### src/rtl/toggle_handshake_rx.sv
// Receiver for the two-phase toggle handshake: synchronises req_t, counts each
// transition as a queued event, serves events on valid/ready and toggles ack_t per take.
module toggle_handshake_rx #(
    parameter int unsigned SYNC_STAGES = 2,
    parameter int unsigned CNT_W       = 4
) (
    input  logic             clk,
    input  logic             rst,
    input  logic             req_t,
    output logic             ack_t,
    output logic             evt_valid,
    input  logic             evt_ready,
    output logic [CNT_W-1:0] evt_pending,
    output logic             ovf,
    input  logic             clr_ovf
);

    logic [SYNC_STAGES-1:0] sync_q, sync_d;
    logic                   req_prev_q, req_prev_d;
    logic [CNT_W-1:0]       cnt_q, cnt_d;
    logic                   ack_q, ack_d;
    logic                   ovf_q, ovf_d;

    logic sync_out;
    logic evt_in;
    logic take;
    logic full;

    assign sync_out = sync_q[SYNC_STAGES-1];
    assign evt_in   = sync_out ^ req_prev_q;
    assign take     = (cnt_q != '0) && evt_ready;
    assign full     = (cnt_q == '1);

    always_comb begin
        sync_d     = {sync_q[SYNC_STAGES-2:0], req_t};
        req_prev_d = sync_out;
        ack_d      = ack_q ^ take;

        cnt_d = cnt_q;
        if (evt_in && !take && !full) begin
            cnt_d = cnt_q + CNT_W'(1);
        end else if (take && !evt_in) begin
            cnt_d = cnt_q - CNT_W'(1);
        end

        // A same-cycle drop outranks the clear so the loss is never hidden.
        ovf_d = ovf_q;
        if (clr_ovf) begin
            ovf_d = 1'b0;
        end
        if (evt_in && full && !take) begin
            ovf_d = 1'b1;
        end
    end

    always_ff @(posedge clk or negedge rst) begin
        if (!rst) begin
            sync_q     <= '0;
            req_prev_q <= 1'b0;
            cnt_q      <= '0;
            ack_q      <= 1'b0;
            ovf_q      <= 1'b0;
        end else begin
            sync_q     <= sync_d;
            req_prev_q <= req_prev_d;
            cnt_q      <= cnt_d;
            ack_q      <= ack_d;
            ovf_q      <= ovf_d;
        end
    end

    assign ack_t       = ack_q;
    assign ovf         = ovf_q;
    assign evt_pending = cnt_q;
    assign evt_valid   = (cnt_q != '0);

endmodule

### config.mk
export PLATFORM = sky130hd
export DESIGN_NAME = toggle_handshake_rx
export DESIGN_NICKNAME = d
export VERILOG_FILES = /design/src/rtl/toggle_handshake_rx.sv
export SDC_FILE = /design/constraint.sdc
export NUM_CORES = 1
export LEC_CHECK = 0
export ABC_AREA = 1
export CAP_MARGIN = 20
export CORE_ASPECT_RATIO = 0.8
export CORE_MARGIN = 10
export CORE_UTILIZATION = 30
export CTS_CLUSTER_SIZE = 40
export DETAILED_ROUTE_END_ITERATION = 8
export PLACE_DENSITY_LB_ADDON = 0.25
export SYNTH_ARGS = -nofsm -noshare
export SYNTH_HDL_FRONTEND = slang
export SYNTH_SLANG_ARGS = --single-unit
### constraint.sdc
create_clock -name clk -period 1.6 [get_ports clk]
set_clock_uncertainty 0.05 [all_clocks]
set_input_delay 0.32 -clock clk [delete_from_list [all_inputs] [get_ports clk]]
set_output_delay 0.32 -clock clk [all_outputs]
set_load 0.005 [all_outputs]
### After elaboration in Yosys (flattened, before gate mapping)

Index checks and enable logic that the tools add are counted.

* register bits after elaboration: 9
* bits of input ports: 5
* output and inout port bits: 7

* add/sub/neg operators: 2
* eq/ne operators: 1
* muxes and demuxes: 4
* bitwise logic cells: 2
* reduce and logical (&&, ||, !) cells: 12

Operators by type and width (count)
* two-way mux 4 bit: 2
* logical AND 1 bit: 6
* adder 4 x 1 -> 4 bit (second input constant): 1
* equality test 4 bit (second input constant): 1
* nonzero test 2 bit: 2
* nonzero test 4 bit: 1
* subtractor 4 x 1 -> 4 bit (second input constant): 1
* logical NOT 1 bit: 3
* two-way mux 1 bit: 2
* XOR 1 bit: 2

### Longest topological paths before layout

Gate-level depths: netlist of the first run.

* word-level depth: 6
* mapped depth: 12
* depth with buffers taken out: 12

### Least setup slack after synthesis of the first run

OpenSTA, ideal clock, no wires.

* path type: flip-flop to flip-flop
* from: reg cnt_q[0], in the netlist evt_pending[0]
* to: reg cnt_q[3], in the netlist evt_pending[3]
* library setup time: 117 ps
* arrival: 1586 ps
* slack: -152 ps
* cell stages (with the launch flop): 13
* path buffers: 0
* clock period less this slack: 1752 ps
* path through: dfrtp_1 nor2_2 nand2_2 nand2_4 nand3_4 ha_1 nand2_1 nand2_1 a21o_1 nand2_1 nand2_1 nand2_1 nand2_1

* word-level cells in the longest chain between the ends: 6

Ends and longest elaborated chain
* from (decl): RTL line 20 `logic [CNT_W-1:0] cnt_q, cnt_d;`
* from (signal assigned): RTL line 66 `cnt_q <= cnt_d;`
* nonzero test 4 bit *
* net evt_valid: RTL line 11 `output logic evt_valid,`
* logical AND 1 bit *: RTL line 31 `assign take = (cnt_q != '0) && evt_ready;`
* logical NOT 1 bit: RTL line 40 `if (evt_in && !take && !full) begin`
* logical AND 1 bit (2 in series): RTL line 40
* two-way mux 4 bit / nonzero test 2 bit (equally long branches)

Mark *: on every way through the listed nets, which the timed path passes. The rest lies on a longest branch. The select of a mux whose other input is x is not followed.
A chain may end at the register's enable or synchronous reset.

### Worst setup path in the final report of the first run

* from: reg cnt_q[1], in the netlist evt_pending[1]
* to: reg cnt_q[3], in the netlist evt_pending[3]

* word-level cells in the longest chain between the ends: 6

Ends and longest elaborated chain
* parallel branches: the longest is 6 deep, another holds subtractor 4 x 1 -> 4 bit

Several ways; the timed one is not identified. The select of a mux whose other input is x is not followed.

==> results.sh, run 1 <==
export IMPL_path_class="register to register"
export IMPL_clk_pin_slew_ps=60
export IMPL_grt_max_degree=10
export IMPL_core_um2=1460
export IMPL_die_h_um=56.1
export IMPL_cp_required_ps=1710
export IMPL_hold_class="input port to async pin"
export IMPL_cts_tree="yes"
export IMPL_power_density_nw_per_um2=1740
export IMPL_remaining_drc_errors=0
export IMPL_design_area_um2=772
export IMPL_gp_congestion=0.777
export IMPL_vias_per_cell=4.29
export IMPL_grt_pass1_wl_um=1700
export IMPL_syn_avg_cell_area_um2=9.21
export IMPL_endpoint_kind="register"
export IMPL_violations="setup timing"
export IMPL_crit_buf_inv=1
export IMPL_fp_dieArea_um2=3650
export IMPL_swShare_pct=38.4
export IMPL_die_x_um=65.1
export IMPL_synthDistinctLibCells=18
export IMPL_ff2ff_path_depth=11
export IMPL_clockRootBuffer="clkbuf_4"
export IMPL_fmax_mhz=599
export IMPL_pwr_share_comb_pct=59.5
export IMPL_hold_violations=0
export IMPL_postCtsHoldBufs=0
export IMPL_start_util_pct=33.5
export IMPL_layout_common_cells="16 x nand2_1, 9 x buf_4, 7 x dfrtp_1"
export IMPL_power_frac_seq_pct=27.4
export IMPL_start_kind="register"
export IMPL_dp_hpwl_um=807
export IMPL_maxSlewViolCount=0
export IMPL_grt_pass1_vias=383
export IMPL_layout_min_cycle_time_ps=1670
export IMPL_peakVddDrop_mv=0.970
export IMPL_p_leak_nw=0.380
export IMPL_track_usage_pct=6.00
export IMPL_status="complete, but fails checks"
export IMPL_ys_seq_area_share_pct=46.2
export IMPL_cp_max_fo=3
export IMPL_yosys_register_bits=9
export IMPL_worstPathCellList="nor2_2, nand2_2, nand2_4, nand3_4, buf_6, ha_4, a21o_1, nand2_1, nand2_1, nand2_1, nand2_1"
export IMPL_areaGrowthSynthToFinish_pct=58.2
export IMPL_ant_nets=0
export IMPL_syn_nets=61
export IMPL_setup_violations=1
export IMPL_io_buffers=11
export IMPL_cp_arrival_ps=1780
export IMPL_insertion_delay_ps=260
export IMPL_p_int_mw=0.827
export IMPL_timing_final_ws_setup_ps=-70.2
export IMPL_wirelength_um=1020
export IMPL_drive_gt1_share_pct=38.0
export IMPL_yosys_warnings=0
export IMPL_fp_row_count=12
export IMPL_cpMostUsedCell="nand2_1"
export IMPL_cts_htree_levels=1
export IMPL_hold_ws_ps=299
export IMPL_cp_slowest_stage_delay_ps=420
export IMPL_numClockSinks=9
export IMPL_slew_headroom_pct=73.1
export IMPL_nets=88
export IMPL_boundaryPins=12
export IMPL_firstDrtPassIters=4
export IMPL_mostFrequentLayoutCell="nand2_1"
export IMPL_cp_depth=11
export IMPL_maxCapViolCount=0
export IMPL_syn_inst=53
export IMPL_avgRoutedWirePerCell_um=10.2
export IMPL_grt_ovfl_total=0
export IMPL_antenna_found_initial=0
export IMPL_drt_first_iter_violations=14
export IMPL_crit_family="simple AND/OR/NAND/NOR gates"
export IMPL_diodes=0
export IMPL_ctsLongestPathBuffers=2
export IMPL_syn_cell_area_um2=488
export IMPL_rsz0062_at_grt="true"
export IMPL_place_area_um2=719
export IMPL_worst_slew_pin_transition_ps=402
export IMPL_numCtsBuffers=3
export IMPL_switchingPower_mw=0.515
export IMPL_fin_crit_sh_pct=104
export IMPL_crit_slowest_cell="dfrtp_2"
export IMPL_vias=429
export IMPL_n_fill_cell=139
export IMPL_clkPwrFrac_pct=13.1
## per-stage QoR
stage | setup TNS (ps) | power, mW | worst slack [ps] | cells | util [%]
after floorplan | -180 | 0.808 | -111 | 53 | -
after global placement | -600 | 1.14 | -281 | 94 | 49.4
after detailed placement | -653 | 1.16 | -304 | 94 | 49.4
after CTS | -101 | 1.35 | -97.7 | 100 | 52.3
after global routing | -286 | 1.48 | -187 | 100 | 53.0
final | -70.2 | 1.34 | -70.2 | 100 | 53.0
## repair_timing
item                       CTS  global route
gates resized for setup      8             5
cloned                       0             0
pin swaps                    8             3
buffers inserted             2             0
setup endpoints to repair    6             3
hold endpoints to repair     0             0
## Yosys cell counts
| library cell | count | area share, % |
|---|---|---|
| a21o_1 | 1 | 1.5 |
| a21oi_1 | 1 | 1.0 |
| dfrtp_1 | 9 | 46 |
| fa_1 | 1 | 4.1 |
| ha_1 | 2 | 5.1 |
| inv_1 | 5 | 3.8 |
| inv_2 | 1 | 0.77 |
| nand2_1 | 18 | 14 |
| nand2_2 | 1 | 1.3 |
| nand2_4 | 2 | 4.6 |
| nand3_1 | 2 | 2.1 |
| nand3_4 | 1 | 3.6 |
| nand4_1 | 1 | 1.3 |
| nor2_1 | 2 | 1.5 |
| nor2_2 | 2 | 2.6 |
| o22ai_1 | 1 | 1.3 |
| xnor2_1 | 2 | 3.6 |
| xor2_1 | 1 | 1.8 |
## power by group through the flow
stage	Clock (mW)	Combinational, mW	Sequential [mW]
after floorplan	0	0.391	0.417
after global placement	0	0.774	0.370
after detailed placement	0	0.785	0.372
after CTS	0.183	0.805	0.360
after global routing	0.201	0.903	0.378
final	0.176	0.798	0.368
## metal layers
layer	track usage (%)	routed length (um)	share of wire, %
met2	7.82	430	42
met1	7.19	515	50
met5	0	0	0
met4	1.82	0	0
met3	4.82	74	7.3
## kinds of logic after synthesis
group,synth area share [%]
simple gates,30.8
buf+inv,4.62
xor+xnor,5.39
flops,46.2
compound gates,3.85
fa+ha+maj,9.23
## sequential cells by signal, indices dropped and copies added (netlist names)
| signal | flops |
|---|---|
| ack_t | 1 |
| sync_q | 2 |
| ovf | 1 |
| evt_pending | 4 |
| req_prev_q | 1 |
## path summary, 6_finish.rpt
path                                              end  slack [ps]                  startpoint
max                        evt_pending[3]$_DFFE_PN0P_         -70  evt_pending[1]$_DFFE_PN0P_
min                                   ovf$_DFFE_PN0P_         300                         rst
max reg2reg                evt_pending[3]$_DFFE_PN0P_         -70  evt_pending[1]$_DFFE_PN0P_
min reg2reg                       sync_q[1]$_DFF_PN0_         310         sync_q[0]$_DFF_PN0_
max in group asynchronous  evt_pending[0]$_DFFE_PN0P_         890                         rst
min in group clk                  sync_q[1]$_DFF_PN0_         310         sync_q[0]$_DFF_PN0_
## cell type report
| class | count | area (um2) | share of cell area (%) |
|---|---|---|---|
| multi-input combinational | 38 | 278 | 36.0 |
| inverter | 6 | 22.5 | 2.92 |
| timing repair buffer | 22 | 190 | 24.6 |
| clock buffer | 3 | 22.5 | 2.92 |
| tap | 21 | 26.3 | 3.40 |
| sequential | 9 | 228 | 29.5 |
| clock inverter | 1 | 5.00 | 0.648 |
Power figures use the tool's default switching activity.
==> run 2: changes to the inputs <==
--- a/config.mk
+++ b/config.mk
@@ -13,6 +13,7 @@
 export CTS_CLUSTER_SIZE = 40
 export DETAILED_ROUTE_END_ITERATION = 8
 export PLACE_DENSITY_LB_ADDON = 0.25
+export SLEW_MARGIN = 40
 export SYNTH_ARGS = -nofsm -noshare
 export SYNTH_HDL_FRONTEND = slang
 export SYNTH_SLANG_ARGS = --single-unit
==> results of run 2 <==
Final layout, timing and power as in run 1 (identical DEF).
